===== src/rtl/buyruk_getir_arabirimi_pkg.sv =====
// ----------------------------------------------------------------------------
// buyruk_getir_arabirimi_pkg
//   Shared widths and types for the instruction-fetch interface slice.
//   ADRES_BIT / L1_BLOK_BIT are the system-wide address and L1 block widths;
//   GETIR_KUYRUK_DERINLIK is the default response-queue depth (and therefore
//   the default number of outstanding fetches).
//   Optional feature macro used by the slice: GETIR_TEMIZLE_EN (flush support).
// ----------------------------------------------------------------------------
package buyruk_getir_arabirimi_pkg;

    localparam int unsigned ADRES_BIT             = 32;
    localparam int unsigned L1_BLOK_BIT           = 32;
    localparam int unsigned GETIR_KUYRUK_DERINLIK = 4;

    typedef logic [ADRES_BIT-1:0]   adres_t;
    typedef logic [L1_BLOK_BIT-1:0] blok_t;

endpackage


===== src/rtl/buyruk_getir_arabirimi_yanit_kuyrugu.sv =====
// ----------------------------------------------------------------------------
// yanit_kuyrugu
//   Circular response FIFO. Head entry is read straight from registered
//   storage, so an entry written in cycle N is visible from cycle N+1 and the
//   head stays stable until it is popped.
//   Optional feature macro of the slice: GETIR_TEMIZLE_EN (drives temizle_i
//   from the top; tied low otherwise).
//
// Ports
//   clk_i        clock, rising edge
//   rstn_i       synchronous active-low reset (empties the queue)
//   temizle_i    synchronous clear (empties the queue)
//   yaz_i        push request; accepted when not full or when popping
//   yaz_veri_i   push data
//   oku_i        pop request; ignored when empty
//   bas_veri_o   head entry
//   bos_o        queue empty
//   dolu_o       queue full
//   doluluk_o    occupancy, 0..DERINLIK
// ----------------------------------------------------------------------------
module yanit_kuyrugu
    import buyruk_getir_arabirimi_pkg::*;
#(
    parameter int unsigned DERINLIK = GETIR_KUYRUK_DERINLIK,
    parameter int unsigned VERI_BIT = L1_BLOK_BIT
) (
    input  logic                       clk_i,
    input  logic                       rstn_i,
    input  logic                       temizle_i,
    input  logic                       yaz_i,
    input  logic [VERI_BIT-1:0]        yaz_veri_i,
    input  logic                       oku_i,
    output logic [VERI_BIT-1:0]        bas_veri_o,
    output logic                       bos_o,
    output logic                       dolu_o,
    output logic [$clog2(DERINLIK):0]  doluluk_o
);

    localparam int unsigned PW = $clog2(DERINLIK);
    localparam int unsigned SW = PW + 1;
    localparam logic [SW-1:0] DERINLIK_S = SW'(DERINLIK);

    logic [VERI_BIT-1:0] bellek_q [DERINLIK];
    logic [PW-1:0]       yaz_ptr_q;
    logic [PW-1:0]       oku_ptr_q;
    logic [SW-1:0]       sayi_q;
    logic [SW-1:0]       sayi_d;
    logic                itme;
    logic                cekme;

    assign bos_o      = (sayi_q == '0);
    assign dolu_o     = (sayi_q == DERINLIK_S);
    assign cekme      = oku_i & ~bos_o;
    // A push on a full queue is legal when the head leaves in the same cycle.
    assign itme       = yaz_i & (~dolu_o | cekme);
    assign bas_veri_o = bellek_q[oku_ptr_q];
    assign doluluk_o  = sayi_q;

    always_comb begin
        sayi_d = sayi_q + SW'(itme) - SW'(cekme);
    end

    // Depth is a power of two, so pointers wrap by natural overflow.
    always_ff @(posedge clk_i) begin
        if (!rstn_i || temizle_i) begin
            yaz_ptr_q <= '0;
            oku_ptr_q <= '0;
            sayi_q    <= '0;
        end else begin
            if (itme) begin
                yaz_ptr_q <= yaz_ptr_q + PW'(1);
            end
            if (cekme) begin
                oku_ptr_q <= oku_ptr_q + PW'(1);
            end
            sayi_q <= sayi_d;
        end
    end

    always_ff @(posedge clk_i) begin
        if (itme) begin
            bellek_q[yaz_ptr_q] <= yaz_veri_i;
        end
    end

endmodule


===== src/rtl/buyruk_getir_arabirimi.sv =====
// ----------------------------------------------------------------------------
// buyruk_getir_arabirimi
//   Credit-based instruction-fetch interface between the core and instruction
//   memory. A request is forwarded only while fewer than KUYRUK_DERINLIK
//   fetches are outstanding (in flight or queued), so every memory response is
//   guaranteed a queue slot. Responses are returned to the core in request
//   order through yanit_kuyrugu with one cycle of latency.
//   Optional flush: define GETIR_TEMIZLE_EN to add temizle_i, which empties
//   the queue and discards the responses of fetches still in flight.
//
// Ports
//   clk_i                  clock, rising edge
//   rstn_i                 synchronous active-low reset
//   cek_istek_adres_i      core fetch address
//   cek_istek_gecerli_i    core request valid
//   cek_istek_hazir_o      core request accepted (with valid)
//   cek_yanit_veri_o       instruction block to core
//   cek_yanit_gecerli_o    response valid to core
//   cek_yanit_hazir_i      core consumes response
//   bel_istek_adres_o      address to instruction memory
//   bel_istek_gecerli_o    memory request valid
//   bel_istek_hazir_i      memory request ready
//   bel_yanit_veri_i       in-order memory response data
//   bel_yanit_gecerli_i    memory response valid (no backpressure)
//   temizle_i              flush pulse (GETIR_TEMIZLE_EN only)
// ----------------------------------------------------------------------------
module buyruk_getir_arabirimi
    import buyruk_getir_arabirimi_pkg::*;
#(
    parameter int unsigned KUYRUK_DERINLIK = GETIR_KUYRUK_DERINLIK
) (
    input  logic                    clk_i,
    input  logic                    rstn_i,
    input  logic [ADRES_BIT-1:0]    cek_istek_adres_i,
    input  logic                    cek_istek_gecerli_i,
    output logic                    cek_istek_hazir_o,
    output logic [L1_BLOK_BIT-1:0]  cek_yanit_veri_o,
    output logic                    cek_yanit_gecerli_o,
    input  logic                    cek_yanit_hazir_i,
    output logic [ADRES_BIT-1:0]    bel_istek_adres_o,
    output logic                    bel_istek_gecerli_o,
    input  logic                    bel_istek_hazir_i,
    input  logic [L1_BLOK_BIT-1:0]  bel_yanit_veri_i,
`ifdef GETIR_TEMIZLE_EN
    input  logic                    temizle_i,
`endif
    input  logic                    bel_yanit_gecerli_i
);

    localparam int unsigned SW = $clog2(KUYRUK_DERINLIK) + 1;
    localparam logic [SW-1:0] DERINLIK_S = SW'(KUYRUK_DERINLIK);

    logic [SW-1:0] bekleyen_q;
    logic [SW-1:0] bekleyen_d;
    logic [SW-1:0] doluluk;
    logic          kuyruk_bos;
    logic          kuyruk_dolu;
    blok_t         bas_veri;
    logic          kredi_var;
    logic          ucusta_var;
    logic          temizle;
    logic          istek_el;
    logic          yanit_el;
    logic          varis;
    logic          yanit_yaz;

`ifdef GETIR_TEMIZLE_EN
    logic [SW-1:0] atilacak_q;
    logic [SW-1:0] atilacak_d;
    logic          at;

    assign temizle = temizle_i;
    // Responses owed to fetches issued before a flush are dropped on arrival.
    assign at      = bel_yanit_gecerli_i & (atilacak_q != '0);
`else
    assign temizle = 1'b0;
`endif

    assign kredi_var  = (bekleyen_q < DERINLIK_S);
    // bekleyen = queued + in flight, so a surplus over occupancy means some
    // fetch still owes a response; anything else arriving is stray.
    assign ucusta_var = (bekleyen_q > doluluk);

    assign bel_istek_adres_o   = cek_istek_adres_i;
    assign bel_istek_gecerli_o = rstn_i & ~temizle & cek_istek_gecerli_i & kredi_var;
    assign cek_istek_hazir_o   = rstn_i & ~temizle & bel_istek_hazir_i & kredi_var;
    assign istek_el            = bel_istek_gecerli_o & bel_istek_hazir_i;

    assign cek_yanit_gecerli_o = rstn_i & ~temizle & ~kuyruk_bos;
    assign cek_yanit_veri_o    = bas_veri;
    assign yanit_el            = cek_yanit_gecerli_o & cek_yanit_hazir_i;

    assign varis = bel_yanit_gecerli_i & ucusta_var;

`ifdef GETIR_TEMIZLE_EN
    assign yanit_yaz = rstn_i & ~temizle & varis & ~at & (~kuyruk_dolu | yanit_el);
`else
    assign yanit_yaz = rstn_i & varis & (~kuyruk_dolu | yanit_el);
`endif

    always_comb begin
        bekleyen_d = bekleyen_q + SW'(istek_el) - SW'(yanit_el);
`ifdef GETIR_TEMIZLE_EN
        atilacak_d = atilacak_q;
        if (temizle) begin
            // Whatever is still in flight after this cycle's arrival becomes
            // the discard count; queued entries vanish with the queue clear.
            atilacak_d = bekleyen_q - doluluk - SW'(varis);
            bekleyen_d = atilacak_d;
        end else if (at) begin
            atilacak_d = atilacak_q - SW'(1);
            bekleyen_d = bekleyen_q + SW'(istek_el) - SW'(yanit_el) - SW'(1);
        end
`endif
    end

    always_ff @(posedge clk_i) begin
        if (!rstn_i) begin
            bekleyen_q <= '0;
`ifdef GETIR_TEMIZLE_EN
            atilacak_q <= '0;
`endif
        end else begin
            bekleyen_q <= bekleyen_d;
`ifdef GETIR_TEMIZLE_EN
            atilacak_q <= atilacak_d;
`endif
        end
    end

    yanit_kuyrugu #(
        .DERINLIK (KUYRUK_DERINLIK),
        .VERI_BIT (L1_BLOK_BIT)
    ) u_yanit_kuyrugu (
        .clk_i      (clk_i),
        .rstn_i     (rstn_i),
        .temizle_i  (temizle),
        .yaz_i      (yanit_yaz),
        .yaz_veri_i (bel_yanit_veri_i),
        .oku_i      (yanit_el),
        .bas_veri_o (bas_veri),
        .bos_o      (kuyruk_bos),
        .dolu_o     (kuyruk_dolu),
        .doluluk_o  (doluluk)
    );

endmodule


===== config.mk =====
export PLATFORM = sky130hd
export DESIGN_NAME = buyruk_getir_arabirimi
export DESIGN_NICKNAME = d
export VERILOG_FILES = /design/src/rtl/buyruk_getir_arabirimi_pkg.sv /design/src/rtl/buyruk_getir_arabirimi_yanit_kuyrugu.sv /design/src/rtl/buyruk_getir_arabirimi.sv
export SDC_FILE = /design/constraint.sdc
export NUM_CORES = 1
export LEC_CHECK = 0
export CORE_MARGIN = 4
export CORE_UTILIZATION = 35
export DETAILED_ROUTE_END_ITERATION = 10
export SYNTH_ARGS = -nofsm -noshare
export SYNTH_HDL_FRONTEND = slang
export SYNTH_SLANG_ARGS = --single-unit

===== constraint.sdc =====
create_clock -name clk_i -period 3.4 [get_ports clk_i]
set_input_delay 0.34 -clock clk_i [delete_from_list [all_inputs] [get_ports clk_i]]
set_output_delay 0.34 -clock clk_i [all_outputs]
set_load 0.02 [all_outputs]

---- Word level (Yosys, flattened, before mapping) ----
Memories as Yosys holds them, arrays and structs flattened. A register that Yosys moved wholly into a read port is not among the register bits.
Cells that the tools add are included.
cells by class
  add/subtract/negate cells ............... 6
  reductions and logical operators ........ 1
  order comparisons ....................... 2
  equal/unequal tests ..................... 1
  bitwise logic cells ..................... 16
  mux-type cells .......................... 4
operators with widths
  cell                   count
  $and A1 B1 Y1          12
  $add A3 B1 Y3          2
  $sub A3 B1 Y3          2
  $add A2 B1 Y2 const B  2
  $mux W2                2
  $eq A3 B3 Y1 const B   1
  $gt A3 B3 Y1           1
  $logic_not A3 Y1       1
  $lt A3 B3 Y1 const B   1
  $mux W1                2
  $not A1 Y1             2
  $or A1 B1 Y1           2
storage, ports and cells
  memories ................................ 1
  RAM bits ................................ 128
  output and inout port bits .............. 67
  word-level logic and storage cells ...... 35
  bits of input ports ..................... 70
  bits in registers ....................... 10
memories
  name                      words  width  rd ports  clocked after Yosys merged registers in  write ports  RTL line                                    RTL
  u_yanit_kuyrugu.bellek_q  4      32     1         1                                        1            buyruk_getir_arabirimi_yanit_kuyrugu.sv:43  logic [VERI_BIT-1:0] bellek_q [DERINLIK];

---- Longest topological paths before layout ----
  depth in word-level cells ............... 9
  mapped depth ............................ 11
  gate-level depth less buffers ........... 11

---- Modules after synthesis ----
From an unflattened synthesis, not the netlist that was laid out.
second synthesis, totals
  cells, all modules ...................... 281
  area, all modules ....................... 5600.4 um2
modules (own cells, without submodules)
  module                  cells an instance  seq. area each (um2)  area each (um2)  instances
  yanit_kuyrugu           217                4023.9                5076.1           1
  buyruk_getir_arabirimi  64                 60.1                  524.3            1

---- Worst setup path after synthesis ----
OpenSTA, ideal clock, no wires.
  kind .................................... register to register
  start ................................... reg u_yanit_kuyrugu.sayi_q[1], in the netlist u_yanit_kuyrugu.doluluk_o[1]
  end ..................................... mem u_yanit_kuyrugu.bellek_q[1][0] (netlist name) (enable)
  required time ........................... 3008 ps
  cell stages (with the launch flop) ...... 7
  path slack .............................. 826 ps
  path buffers ............................ 0
  arrival ................................. 2182 ps
  cells stage by stage .................... dfxtp_1 > inv_1 > ha_1 > nor2b_2 > o21ai_1 > a211oi_2 > and2_1
on the way
  word-level cells in the longest chain between the ends .. 9
RTL lines
  what                                                                  RTL line                                    RTL
  start, declared                                                       buyruk_getir_arabirimi_yanit_kuyrugu.sv:46  logic [SW-1:0] sayi_q;
  start signal, assigned                                                buyruk_getir_arabirimi_yanit_kuyrugu.sv:76  sayi_q <= sayi_d;
  parallel branches: the longest is 6 deep, another holds $gt A3 B3 Y1  --
  $and A1 B1 Y1 (*)                                                     buyruk_getir_arabirimi_yanit_kuyrugu.sv:55  assign itme = yaz_i & (~dolu_o | cekme);
  net u_yanit_kuyrugu.itme                                              buyruk_getir_arabirimi_yanit_kuyrugu.sv:48  logic itme;
  $mux W1 (*)                                                           buyruk_getir_arabirimi_yanit_kuyrugu.sv:81  if (itme) begin
  $mux W1 (implied by the code) (*)                                     buyruk_getir_arabirimi_yanit_kuyrugu.sv:82  bellek_q[yaz_ptr_q] <= yaz_veri_i;
  end, declared                                                         buyruk_getir_arabirimi_yanit_kuyrugu.sv:43
Mark *: on every way through the listed nets, which the timed path passes.

---- Worst setup path after layout ----
  start ................................... reg u_yanit_kuyrugu.sayi_q[1], in the netlist u_yanit_kuyrugu.doluluk_o[1]
  end ..................................... reg u_yanit_kuyrugu.sayi_q[2], in the netlist u_yanit_kuyrugu.doluluk_o[2]
on the way
  word-level cells in the longest chain between the ends .. 9
RTL lines
  what                                                                  RTL line                                    RTL
  parallel branches: the longest is 6 deep, another holds $gt A3 B3 Y1  --
  $and A1 B1 Y1 (*)                                                     buyruk_getir_arabirimi_yanit_kuyrugu.sv:55
  net u_yanit_kuyrugu.itme                                              buyruk_getir_arabirimi_yanit_kuyrugu.sv:48
  $add A3 B1 Y3 (*)                                                     buyruk_getir_arabirimi_yanit_kuyrugu.sv:60  sayi_d = sayi_q + SW'(itme) - SW'(cekme);
  $sub A3 B1 Y3 (*)                                                     buyruk_getir_arabirimi_yanit_kuyrugu.sv:60
Marks and branches as above.
A chain may end at the register's enable or synchronous reset.

==> results list <==
- Summed over all failing endpoints, the final setup total negative slack is 0 ns.
- Mapped Area: 5570 um2
- With fillers left out, the area of the finished cells amounts to 6980 um2.
- Layout net count: 417
- Initial DRC Count: 173
- Number of detailed-route iterations in the first pass: 4
- Headroom to the max-slew limit: 61.8%
- Final setup slack of the worst path: 0.757 ns
- CTS H-Tree Depth: 4
* Number of clock sinks seen by CTS: 140
- Die footprint: 18,000 um2
- The first global-routing pass estimated 15,700 um of wire.
- Critical Path RT: 3.69 ns
- Compared with the post-synthesis result, the final layout area differs by 25.4%.
- Pin count of the biggest net entering global routing: 33
- CTS tree: built
- Share of async-settable or async-resettable flops after synthesis: 0%
- Final weighted congestion in routability-driven placement: 0.724
- In this run the standard cell core region covers 15,400 um2.
- Dpl ws: 0.499 ns
* Synth warnings: 0
- Number of instances in the synthesized netlist: 274
- Average via count per standard cell: 4.57
* Total count of hold-check failures in the final report: 0
- For this design, the CTS-stage hold fixing added 0 buffers.
* Most frequent cell after synthesis: sky130_fd_sc_hd__edfxtp_1
- After clock tree synthesis, the clock-pin slew on the worst setup and hold paths is 0.05 ns.
* Clock latency on the worst-skew pair: 0.41 ns
- Buffers placed on the I/O ports in this run total 72.
- The initialized floorplan defines 45 standard-cell rows.
* Clock period minus worst slack: 2.64 ns
* Most area-consuming cells after synthesis: sky130_fd_sc_hd__edfxtp_1 (69%), sky130_fd_sc_hd__mux4_2 (13%), sky130_fd_sc_hd__buf_4 (4.7%)
- Across all layers, the routed design uses 2,539 vias.
* Result of the run: completed
- By area, the combinational part of the netlist is dominated by multiplexers.
- VDD sags by at most 0.346 mV.
- Compound-gate portion of the synthesized area: 0.472%
- Post-synthesis sequential area ratio: 73.3%
* Remaining design rule violation count: 0
- Static Leakage: 2.28 nW
- Standard cell area after detailed placement: 6380 um2
* Number of buffers inserted to repair setup after CTS: 0
- Of the cells placed in the final design, the portion with a size suffix greater than 1 is 22.3%.
* Post-DR wirelength/cell: 17.7 um
- Fin crit share: 77.7%
- Global-route usage over all layers: 11.8%
* Diodes inserted: 0
- Count of filler cells inserted in the layout: 1,318
* Post-cts resize count: 0
- In this run the count of I/O pins placed on the die edge is 137.
- Number of global-route vias before repair: 2,754
- Number of flops mapped to enable cells by yosys: 128
- Most common flop cell mapped by yosys: sky130_fd_sc_hd__edfxtp_1
- The worst hold path belongs to the class register to register.
- Summed over all nets, the half-perimeter wirelength after detailed placement is 6240 um.
- From left edge to right edge, the die measures 134 um.
- Adder and majority cell fraction of the synthesized area: 3.19%
- Averaged over all synthesized cells, the footprint is 20.3 um2.
- In this run the remaining antenna-violating nets after routing total 0.
- Most numerous cell types in the synthesized netlist: sky130_fd_sc_hd__edfxtp_1 (128), sky130_fd_sc_hd__buf_4 (35), sky130_fd_sc_hd__mux4_2 (32)
* Die span in y: 134 um
- Simple-gate portion of the synthesized area: 2.79%
- Setup repair after global routing left no endpoint under its margin.
- At the worst endpoint, the arrival time is 2.94 ns.
- Max capacitance violation total: 0
- Area share of the largest cell type after synthesis: 69.0%
* Synth unique cells: 25
* Cell area power density: 727 nW/um2
- Number of setup violations in the final report: 0
- Initial antenna violation count: 0
- Of all nets on the critical path, the largest fanout is 7.
- Once the floorplan was initialized, standard cells occupied 36.2% of the core.
* Multiplexer fraction of the synthesized cell area: 13.5%
- Summed over all layers, the routed wires come to 9860 um.
- For the pin with the worst max-slew slack, the measured transition is 0.573 ns.
* Cell chosen for the clock root: sky130_fd_sc_hd__clkbuf_16
- Counting flops and latches in the post-synthesis netlist gives 140.
- Xor and xnor fraction of the mapped netlist area: 0.786%
* Number of buffers on the longest clock path: 2
- Number of CTS-inserted buffers: 17
* Net Count, Synth: 357
- Launching element type of the critical path: register
- The worst setup path is captured at a register.
* Total overflow reported by the global router: 0
- Worst clock skew: 0.00892 ns
- FMAX: 378 MHz
* Kind of critical path: register to register
* Area leader, netlist: sky130_fd_sc_hd__edfxtp_1
* Total count of max-transition violations in the final report: 0
[critical path, cell delays in order (launching register included)]
cell,delay [ns]
sky130_fd_sc_hd__dfxtp_1,0.44
sky130_fd_sc_hd__inv_1,0.08
sky130_fd_sc_hd__ha_1,0.29
sky130_fd_sc_hd__nor2b_2,0.13
sky130_fd_sc_hd__o21ai_1,0.07
sky130_fd_sc_hd__a211oi_2,0.47
sky130_fd_sc_hd__ha_1,0.23
sky130_fd_sc_hd__inv_1,0.05
sky130_fd_sc_hd__fa_1,0.37
sky130_fd_sc_hd__xnor2_1,0.15
sky130_fd_sc_hd__xnor2_1,0.12
sky130_fd_sc_hd__and2_1,0.16
[per-layer routing]
| metal | share of wire, % | up-vias | global-route usage, % | routed length [um] |
|---|---|---|---|---|
| li1 | - | 1151 | - | - |
| met1 | 41 | 1292 | 14.3 | 4040 |
| met2 | 52 | 72 | 19.1 | 5110 |
| met3 | 5.0 | 24 | 3.86 | 497 |
| met4 | 2.2 | 0 | 5.94 | 212 |
| met5 | 0 | - | 0 | 0 |
[final cells by class]
cell class	instances	area (um2)	share of cell area (%)
Sequential cell	140	4090	58.5
Multi-Input combinational cell	81	1150	16.5
Timing Repair Buffer	81	826	11.8
Clock buffer	18	429	6.15
Tap cell	211	264	3.78
Clock inverter	12	173	2.47
Inverter	13	48.8	0.699
[sequential cells by signal, summed over array words and instances (netlist names), named ones only]
signal	flops
u_yanit_kuyrugu.yaz_ptr_q	2
bekleyen_q	3
u_yanit_kuyrugu.bellek_q	128
u_yanit_kuyrugu.oku_ptr_q	2
u_yanit_kuyrugu.doluluk_o	3
[per-stage QoR]
stage                     total power (W)  util [%]  hold slack (ns)  instances
final                             0.00507      45.4            0.456        556
after global routing              0.00532      45.4            0.468        556
after CTS                         0.00516      45.4            0.449        556
after detailed placement          0.00328      41.5            0.439        526
after global placement            0.00327      41.5            0.445        526
after floorplan                   0.00286         -            0.427        274
[final timing paths]
check                                       startpoint                                       to  slack [ns]  cells past startpoint
max            u_yanit_kuyrugu.doluluk_o[1]$_SDFF_PN0_  u_yanit_kuyrugu.doluluk_o[2]$_SDFF_PN0_        0.76                     11
min          u_yanit_kuyrugu.oku_ptr_q[1]$_SDFFE_PN0P_                                 register        0.46                      1
max reg2reg    u_yanit_kuyrugu.doluluk_o[1]$_SDFF_PN0_  u_yanit_kuyrugu.doluluk_o[2]$_SDFF_PN0_        0.76                     11
min reg2reg  u_yanit_kuyrugu.oku_ptr_q[1]$_SDFFE_PN0P_                                 register        0.46                      1
[where the power goes]
part / total, W / switching, W / internal [W] / leakage (nW)
sequential: 0.00211 / 0.0000657 / 0.00205 / 1.25
combinational: 0.00110 / 0.000538 / 0.000560 / 0.745
clock: 0.00186 / 0.000648 / 0.00121 / 0.283
[cell families after synthesis]
kind of cell             Yosys count
XOR/XNOR                           5
adder cells (fa/ha/maj)           13
flip-flops                       140
multiplexers                      35
AND/OR/NAND/NOR                   25
AO/OA/AOI/OAI                      3
buffers and inverters             53
[cell usage in the layout (no fill, tap or decap), types with 3 or more instances in the layout]
cell,netlist,routed
sky130_fd_sc_hd__ha_1,11,11
sky130_fd_sc_hd__clkinvlp_4,0,3
sky130_fd_sc_hd__buf_12,0,3
sky130_fd_sc_hd__nand2_1,5,5
sky130_fd_sc_hd__dfxtp_1,12,10
sky130_fd_sc_hd__clkbuf_16,0,17
sky130_fd_sc_hd__and2_2,3,4
sky130_fd_sc_hd__and2_1,9,8
sky130_fd_sc_hd__edfxtp_1,128,128
sky130_fd_sc_hd__mux2i_1,3,3
sky130_fd_sc_hd__bufinv_16,0,4
sky130_fd_sc_hd__inv_1,13,13
sky130_fd_sc_hd__buf_4,35,6
sky130_fd_sc_hd__xnor2_1,3,3
sky130_fd_sc_hd__mux4_2,32,32
sky130_fd_sc_hd__clkdlybuf4s50_1,0,72
No activity file was read; power rests on OpenSTA's default activity.
